File: config.mk
export PLATFORM = sky130hd
export DESIGN_NAME = mode_ctrl
export DESIGN_NICKNAME = d
export VERILOG_FILES = /design/src/rtl/mode_ctrl.sv
export SDC_FILE = /design/constraint.sdc
export NUM_CORES = 1
export LEC_CHECK = 0
export BUFFER_PORTS_ARGS = -buffer_cell sky130_fd_sc_hd__buf_2
export CAP_MARGIN = 20
export CORE_MARGIN = 5
export CORE_UTILIZATION = 55
export DETAILED_ROUTE_END_ITERATION = 8
export HOLD_SLACK_MARGIN = 0.08
export PLACE_DENSITY = 0.74
export SLEW_MARGIN = 10
export SYNTH_ARGS = -nofsm -noshare
export SYNTH_HDL_FRONTEND = slang
export SYNTH_SLANG_ARGS = --single-unit
File: constraint.sdc
create_clock -name clk -period 2.3 [get_ports clk]
set_input_delay 0.23 -clock clk [delete_from_list [all_inputs] [get_ports clk]]
set_output_delay 0.23 -clock clk [all_outputs]
set_load 0.005 [all_outputs]
File: src/rtl/mode_ctrl.sv
// mode_ctrl: two-button major/minor mode selector with an "increase" button
// that supports press-and-hold auto-repeat, plus an idle timeout that drops
// an active minor mode back to minor 0 (the general display minor).
//
// Ports
//   clk       clock, all state updates on the rising edge
//   reset_n   asynchronous active-low reset
//   sw1       raw level, major-mode advance button
//   sw2       raw level, minor-mode advance button
//   set       raw level, increase button
//   mode1     current major mode (registered)
//   mode2     current minor mode (registered), 0 = general minor
//   increase  single-cycle increment pulse (registered)
//   timeout   single-cycle pulse on the cycle the idle revert takes effect
module mode_ctrl #(
  parameter int                   N_MAJOR     = 4,
  parameter int                   MW          = 2,
  parameter logic [4*N_MAJOR-1:0] MINOR_CNT   = 16'h3334,
  parameter logic [N_MAJOR-1:0]   EDIT_EN     = 4'b1101,
  parameter int                   REPEAT_DLY  = 8,
  parameter int                   REPEAT_RATE = 4,
  parameter int                   IDLE_TO     = 64
) (
  input  logic                       clk,
  input  logic                       reset_n,
  input  logic                       sw1,
  input  logic                       sw2,
  input  logic                       set,
  output logic [$clog2(N_MAJOR)-1:0] mode1,
  output logic [MW-1:0]              mode2,
  output logic                       increase,
  output logic                       timeout
);

  localparam int M1W      = $clog2(N_MAJOR);
  localparam int HOLD_MAX = (REPEAT_DLY > REPEAT_RATE) ? REPEAT_DLY : REPEAT_RATE;
  localparam int HW       = $clog2(HOLD_MAX + 1);
  localparam int IW       = $clog2(IDLE_TO + 1);

  typedef enum logic [1:0] {
    H_IDLE   = 2'd0,
    H_WAIT   = 2'd1,
    H_REPEAT = 2'd2
  } hold_t;

  hold_t           hold_st;
  logic [HW-1:0]   hold_cnt;
  logic [IW-1:0]   idle_cnt;

  logic            sw1_p0, sw2_p0, set_p0;
  logic            sw1_p1, sw2_p1, set_p1;
  logic            armed;

  logic            sw1_e, sw2_e, set_e, any_edge;
  logic            edit;
  logic            to_fire;
  logic            hold_exit;

  function automatic logic [M1W-1:0] next_major(input logic [M1W-1:0] m1);
    if (m1 == M1W'(N_MAJOR - 1)) return '0;
    return m1 + M1W'(1);
  endfunction

  // Wrap point depends on the minor count of the current major.
  function automatic logic [MW-1:0] next_minor(input logic [M1W-1:0] m1,
                                               input logic [MW-1:0]  m2);
    int last;
    last = int'(MINOR_CNT[4*m1 +: 4]) - 1;
    if (int'(m2) >= last) return '0;
    return m2 + MW'(1);
  endfunction

  function automatic logic [HW-1:0] sat_inc_h(input logic [HW-1:0] v);
    return (v == '1) ? v : v + HW'(1);
  endfunction

  function automatic logic [IW-1:0] sat_inc_i(input logic [IW-1:0] v);
    return (v == '1) ? v : v + IW'(1);
  endfunction

  // Stage p0: buttons registered once; stage p1: previous value for edge detect.
  // On the first clock after reset both stages load the live level, so a
  // button held through reset release does not count as a press.
  always_ff @(posedge clk or negedge reset_n) begin
    if (!reset_n) begin
      sw1_p0 <= 1'b0;
      sw2_p0 <= 1'b0;
      set_p0 <= 1'b0;
      sw1_p1 <= 1'b0;
      sw2_p1 <= 1'b0;
      set_p1 <= 1'b0;
      armed  <= 1'b0;
    end else begin
      sw1_p0 <= sw1;
      sw2_p0 <= sw2;
      set_p0 <= set;
      if (armed) begin
        sw1_p1 <= sw1_p0;
        sw2_p1 <= sw2_p0;
        set_p1 <= set_p0;
      end else begin
        sw1_p1 <= sw1;
        sw2_p1 <= sw2;
        set_p1 <= set;
      end
      armed <= 1'b1;
    end
  end

  assign sw1_e    = sw1_p0 & ~sw1_p1;
  assign sw2_e    = sw2_p0 & ~sw2_p1;
  assign set_e    = set_p0 & ~set_p1;
  assign any_edge = sw1_e | sw2_e | set_e;

  assign edit      = (mode2 != '0) && EDIT_EN[mode1];
  assign hold_exit = !set_p0 || sw1_e || sw2_e || !edit;

  // Any button edge restarts the idle window, so a sw2 press always beats
  // a timeout landing in the same cycle.
  assign to_fire = !any_edge && (mode2 != '0) && (hold_st == H_IDLE) &&
                   (idle_cnt == IW'(IDLE_TO - 1));

  always_ff @(posedge clk or negedge reset_n) begin
    if (!reset_n) begin
      mode1    <= '0;
      mode2    <= '0;
      increase <= 1'b0;
      timeout  <= 1'b0;
      hold_st  <= H_IDLE;
      hold_cnt <= '0;
      idle_cnt <= '0;
    end else begin
      increase <= 1'b0;
      timeout  <= to_fire;

      // Simultaneous sw1 and sw2 edges cancel each other.
      if (sw1_e && !sw2_e) begin
        mode1 <= next_major(mode1);
        mode2 <= '0;
      end else if (sw2_e && !sw1_e) begin
        mode2 <= next_minor(mode1, mode2);
      end else if (to_fire) begin
        mode2 <= '0;
      end

      if (any_edge || to_fire || (mode2 == '0)) begin
        idle_cnt <= '0;
      end else if (hold_st == H_IDLE) begin
        idle_cnt <= sat_inc_i(idle_cnt);
      end

      // Repeat pulses that would land right after another pulse hold the
      // counter at its terminal value and fire one cycle later instead.
      case (hold_st)
        H_IDLE: begin
          hold_cnt <= '0;
          if (set_e && edit && !sw1_e && !sw2_e) begin
            hold_st  <= H_WAIT;
            increase <= 1'b1;
          end
        end
        H_WAIT: begin
          if (hold_exit) begin
            hold_st  <= H_IDLE;
            hold_cnt <= '0;
          end else if (hold_cnt >= HW'(REPEAT_DLY - 1)) begin
            if (!increase) begin
              increase <= 1'b1;
              hold_st  <= H_REPEAT;
              hold_cnt <= '0;
            end
          end else begin
            hold_cnt <= sat_inc_h(hold_cnt);
          end
        end
        H_REPEAT: begin
          if (hold_exit) begin
            hold_st  <= H_IDLE;
            hold_cnt <= '0;
          end else if (hold_cnt >= HW'(REPEAT_RATE - 1)) begin
            if (!increase) begin
              increase <= 1'b1;
              hold_cnt <= '0;
            end
          end else begin
            hold_cnt <= sat_inc_h(hold_cnt);
          end
        end
        default: begin
          hold_st  <= H_IDLE;
          hold_cnt <= '0;
        end
      endcase
    end
  end

endmodule

==> flow_summary.toml <==
[synthesis]
ys.flop_type = "dfrtp_1"
synthCells = 153
ys_seq_area_share_pct = 43.8
synth_top_area_share_pct = 43.8
yosysMostFrequentCell = "dfrtp_1"
synth_common_cells = "dfrtp_1 (26), nor2_1 (14), nand2_1 (13)"
synth_top_area_cell = "dfrtp_1"
synth_edf_count = 0
yosys-top-cells-area = "dfrtp_1 (44%), ha_1 (9.3%), nor2_1 (3.5%)"
syn_nets = 169
synth_warnings = 0
syn_area_um2 = 1480
ys_seq_elements = 26
ys_async_sr_fraction_pct = 100
synth_cell_types = 39
syn_avg_cell_area_um2 = 9.70

[clock_network]
cts_setup_buffers = 0
cts_made_buffers = 3
cts_tree = "built"
clk_latency_ns = 0.31
clockBufferDepth = 2
cts_sinks = 26
clkSlewWorstSetupHoldPaths_ns = 0.13
clock_tree.root_cell = "clkbuf_4"
htree_levels = 1

[sta]
hold_ws_ns = 0.430
fin_setup_tns_ns = 0
setup_viol = 0
final-hold-violation-count = 0
final.min_clock_period_ns = 1.87
clock.fmax_ghz = 0.536
min_period_over_period_pct = 81.1
skew_ns = 0.00421
slew_headroom_pct = 63.2
worst_slack_ns = 0.434
tightest_slew_ns = 0.552
rsz0062_at_grt = "no"
finalMaxSlewViolations = 0

[route]
via_per_inst = 6.00
dr.pass1.iters = 6
drtIter0Drc = 139
vias = 1164
ant_nets = 0
wirelength_um = 2640
drc = 0
wl_per_cell_um = 13.6

[floorplanning]
initial_core_util_pct = 58.8
die_y_um = 61.9
die_w_um = 61.9
die_area_um2 = 3840
fp-row-count = 18
core_region_area_um2 = 2520
io_pins = 11

[global_route]
antenna_found_initial = 0
grt_pass1_wl_um = 4800
grt_pass1_vias = 1147
grt_max_degree = 27
grt_overflow = 0
grt_usage_pct = 16.5

[layout]
nets = 182
drive_gt1_share_pct = 13.4
syn_to_final_growth_pct = 8.09
final_cell_count_no_fill = 194
fin_util_pct = 63.6
n_antenna_cell = 0
postLayoutCellArea_um2 = 1600

[pwr]
p_per_area_nw_per_um2 = 752
ir_worst_vdd_mv = 0.647
p_leak_nw = 0.699
p_total_mw = 1.21

[setup_path]
cp_max_fo = 3
cp-end-kind = "register"
cp_data_required_time_ns = 2.51
critPathLaunchType = "register"
arrival_ns = 2.08
rrSetupSlack_ns = 0.43
worstSetupPathType = "reg2reg"

[place]
placed_area_um2 = 1540
dp_cells = 187
post-dp-hpwl_um = 1960
place_congestion = 0.839
port_buffers = 10
preCtsSetupSlack_ns = 0.458

[run_status]
status = "completed"

[min_path]
hp-class = "in2async"

[job]
cap_violations = 0
flip-flops by register name (all words and copies together), names as in the netlist:
| signal | flops |
|---|---|
| sw1_p0 | 1 |
| hold_cnt | 4 |
| sw2_p1 | 1 |
| mode1 | 2 |
| set_p1 | 1 |
| increase | 1 |
| hold_st | 2 |
| armed | 1 |
| timeout | 1 |
| sw2_p0 | 1 |
| set_p0 | 1 |
| sw1_p1 | 1 |
| mode2 | 2 |
| idle_cnt | 7 |
routing by layer:
metal  vias to the layer above  global-route usage, %  wire length (um)
met5                         -                      0                 0
met4                         0                   4.24                 6
met3                         2                   3.10               134
met2                        28                   29.1              1340
met1                       570                   20.7              1150
li1                        564                      -                 -
final cells by class:
cell class / count / area [um2]
tap: 30 / 37.5
multi-input combinational: 109 / 758
sequential: 26 / 651
inverter: 12 / 45.0
clock buffer: 3 / 22.5
fill: 205 / 918
timing repair buffer: 14 / 90.1
critical path, cell delays in order, from the launching register on:
cell and delay, ns:
dfrtp_1 0.40, inv_1 0.08, ha_1 0.19, or3b_2 0.43, nor4_1 0.29, o22ai_1 0.14
a22o_1 0.24
layout by cell type, fill, tap and decap left out, types with 4 or more instances in the layout:
cell type | Yosys | routed
nand3_1 | 4 | 4
dfrtp_1 | 26 | 26
nor2b_1 | 4 | 4
nor3_1 | 4 | 4
ha_1 | 11 | 11
buf_2 | 0 | 10
dlygate4sd3_1 | 0 | 4
nand2_1 | 13 | 13
o21ai_0 | 8 | 8
nor2_1 | 14 | 14
a21oi_1 | 7 | 7
inv_1 | 12 | 12
cells by family (layout without fill, tap and decap cells):
logic type | after synthesis | after routing | share of synthesized area [%]
other cells | 1 | 1 | 0.253
xor+xnor | 2 | 2 | 1.18
fa+ha+maj | 12 | 12 | 9.95
compound gates | 32 | 32 | 14.7
flops | 26 | 26 | 43.8
simple gates | 56 | 56 | 20.7
mux | 6 | 6 | 4.30
buf+inv | 18 | 29 | 5.06
final timing paths:
kind / startpoint / end / cells after the start
worst max register to register: mode1[1]$_DFFE_PN0P_ / hold_st[1]$_DFFE_PN0P_ / 6
max in group asynchronous: reset_n / set_p0$_DFF_PN0_ / 2
worst min-delay path: reset_n / mode2[0]$_DFFE_PN0P_ / 2
min in group clk: mode2[0]$_DFFE_PN0P_ / mode2[0]$_DFFE_PN0P_ / 1
worst max-delay path: mode1[1]$_DFFE_PN0P_ / hold_st[1]$_DFFE_PN0P_ / 6
worst min register to register: mode2[0]$_DFFE_PN0P_ / mode2[0]$_DFFE_PN0P_ / 1
what timing repair did:
item                      4_1_cts  5_1_grt
hold endpoints to repair       29        0
resized for setup               0        0
hold buffers                    4        0
power by group:
| group | total, mW | switching (mW) | internal (mW) |
|---|---|---|---|
| clock | 0.183 | 0.122 | 0.0612 |
| combinational | 0.446 | 0.266 | 0.180 |
| sequential | 0.578 | 0.0627 | 0.515 |
| total | 1.21 | 0.451 | 0.756 |
(Power assumes the default switching activity.)
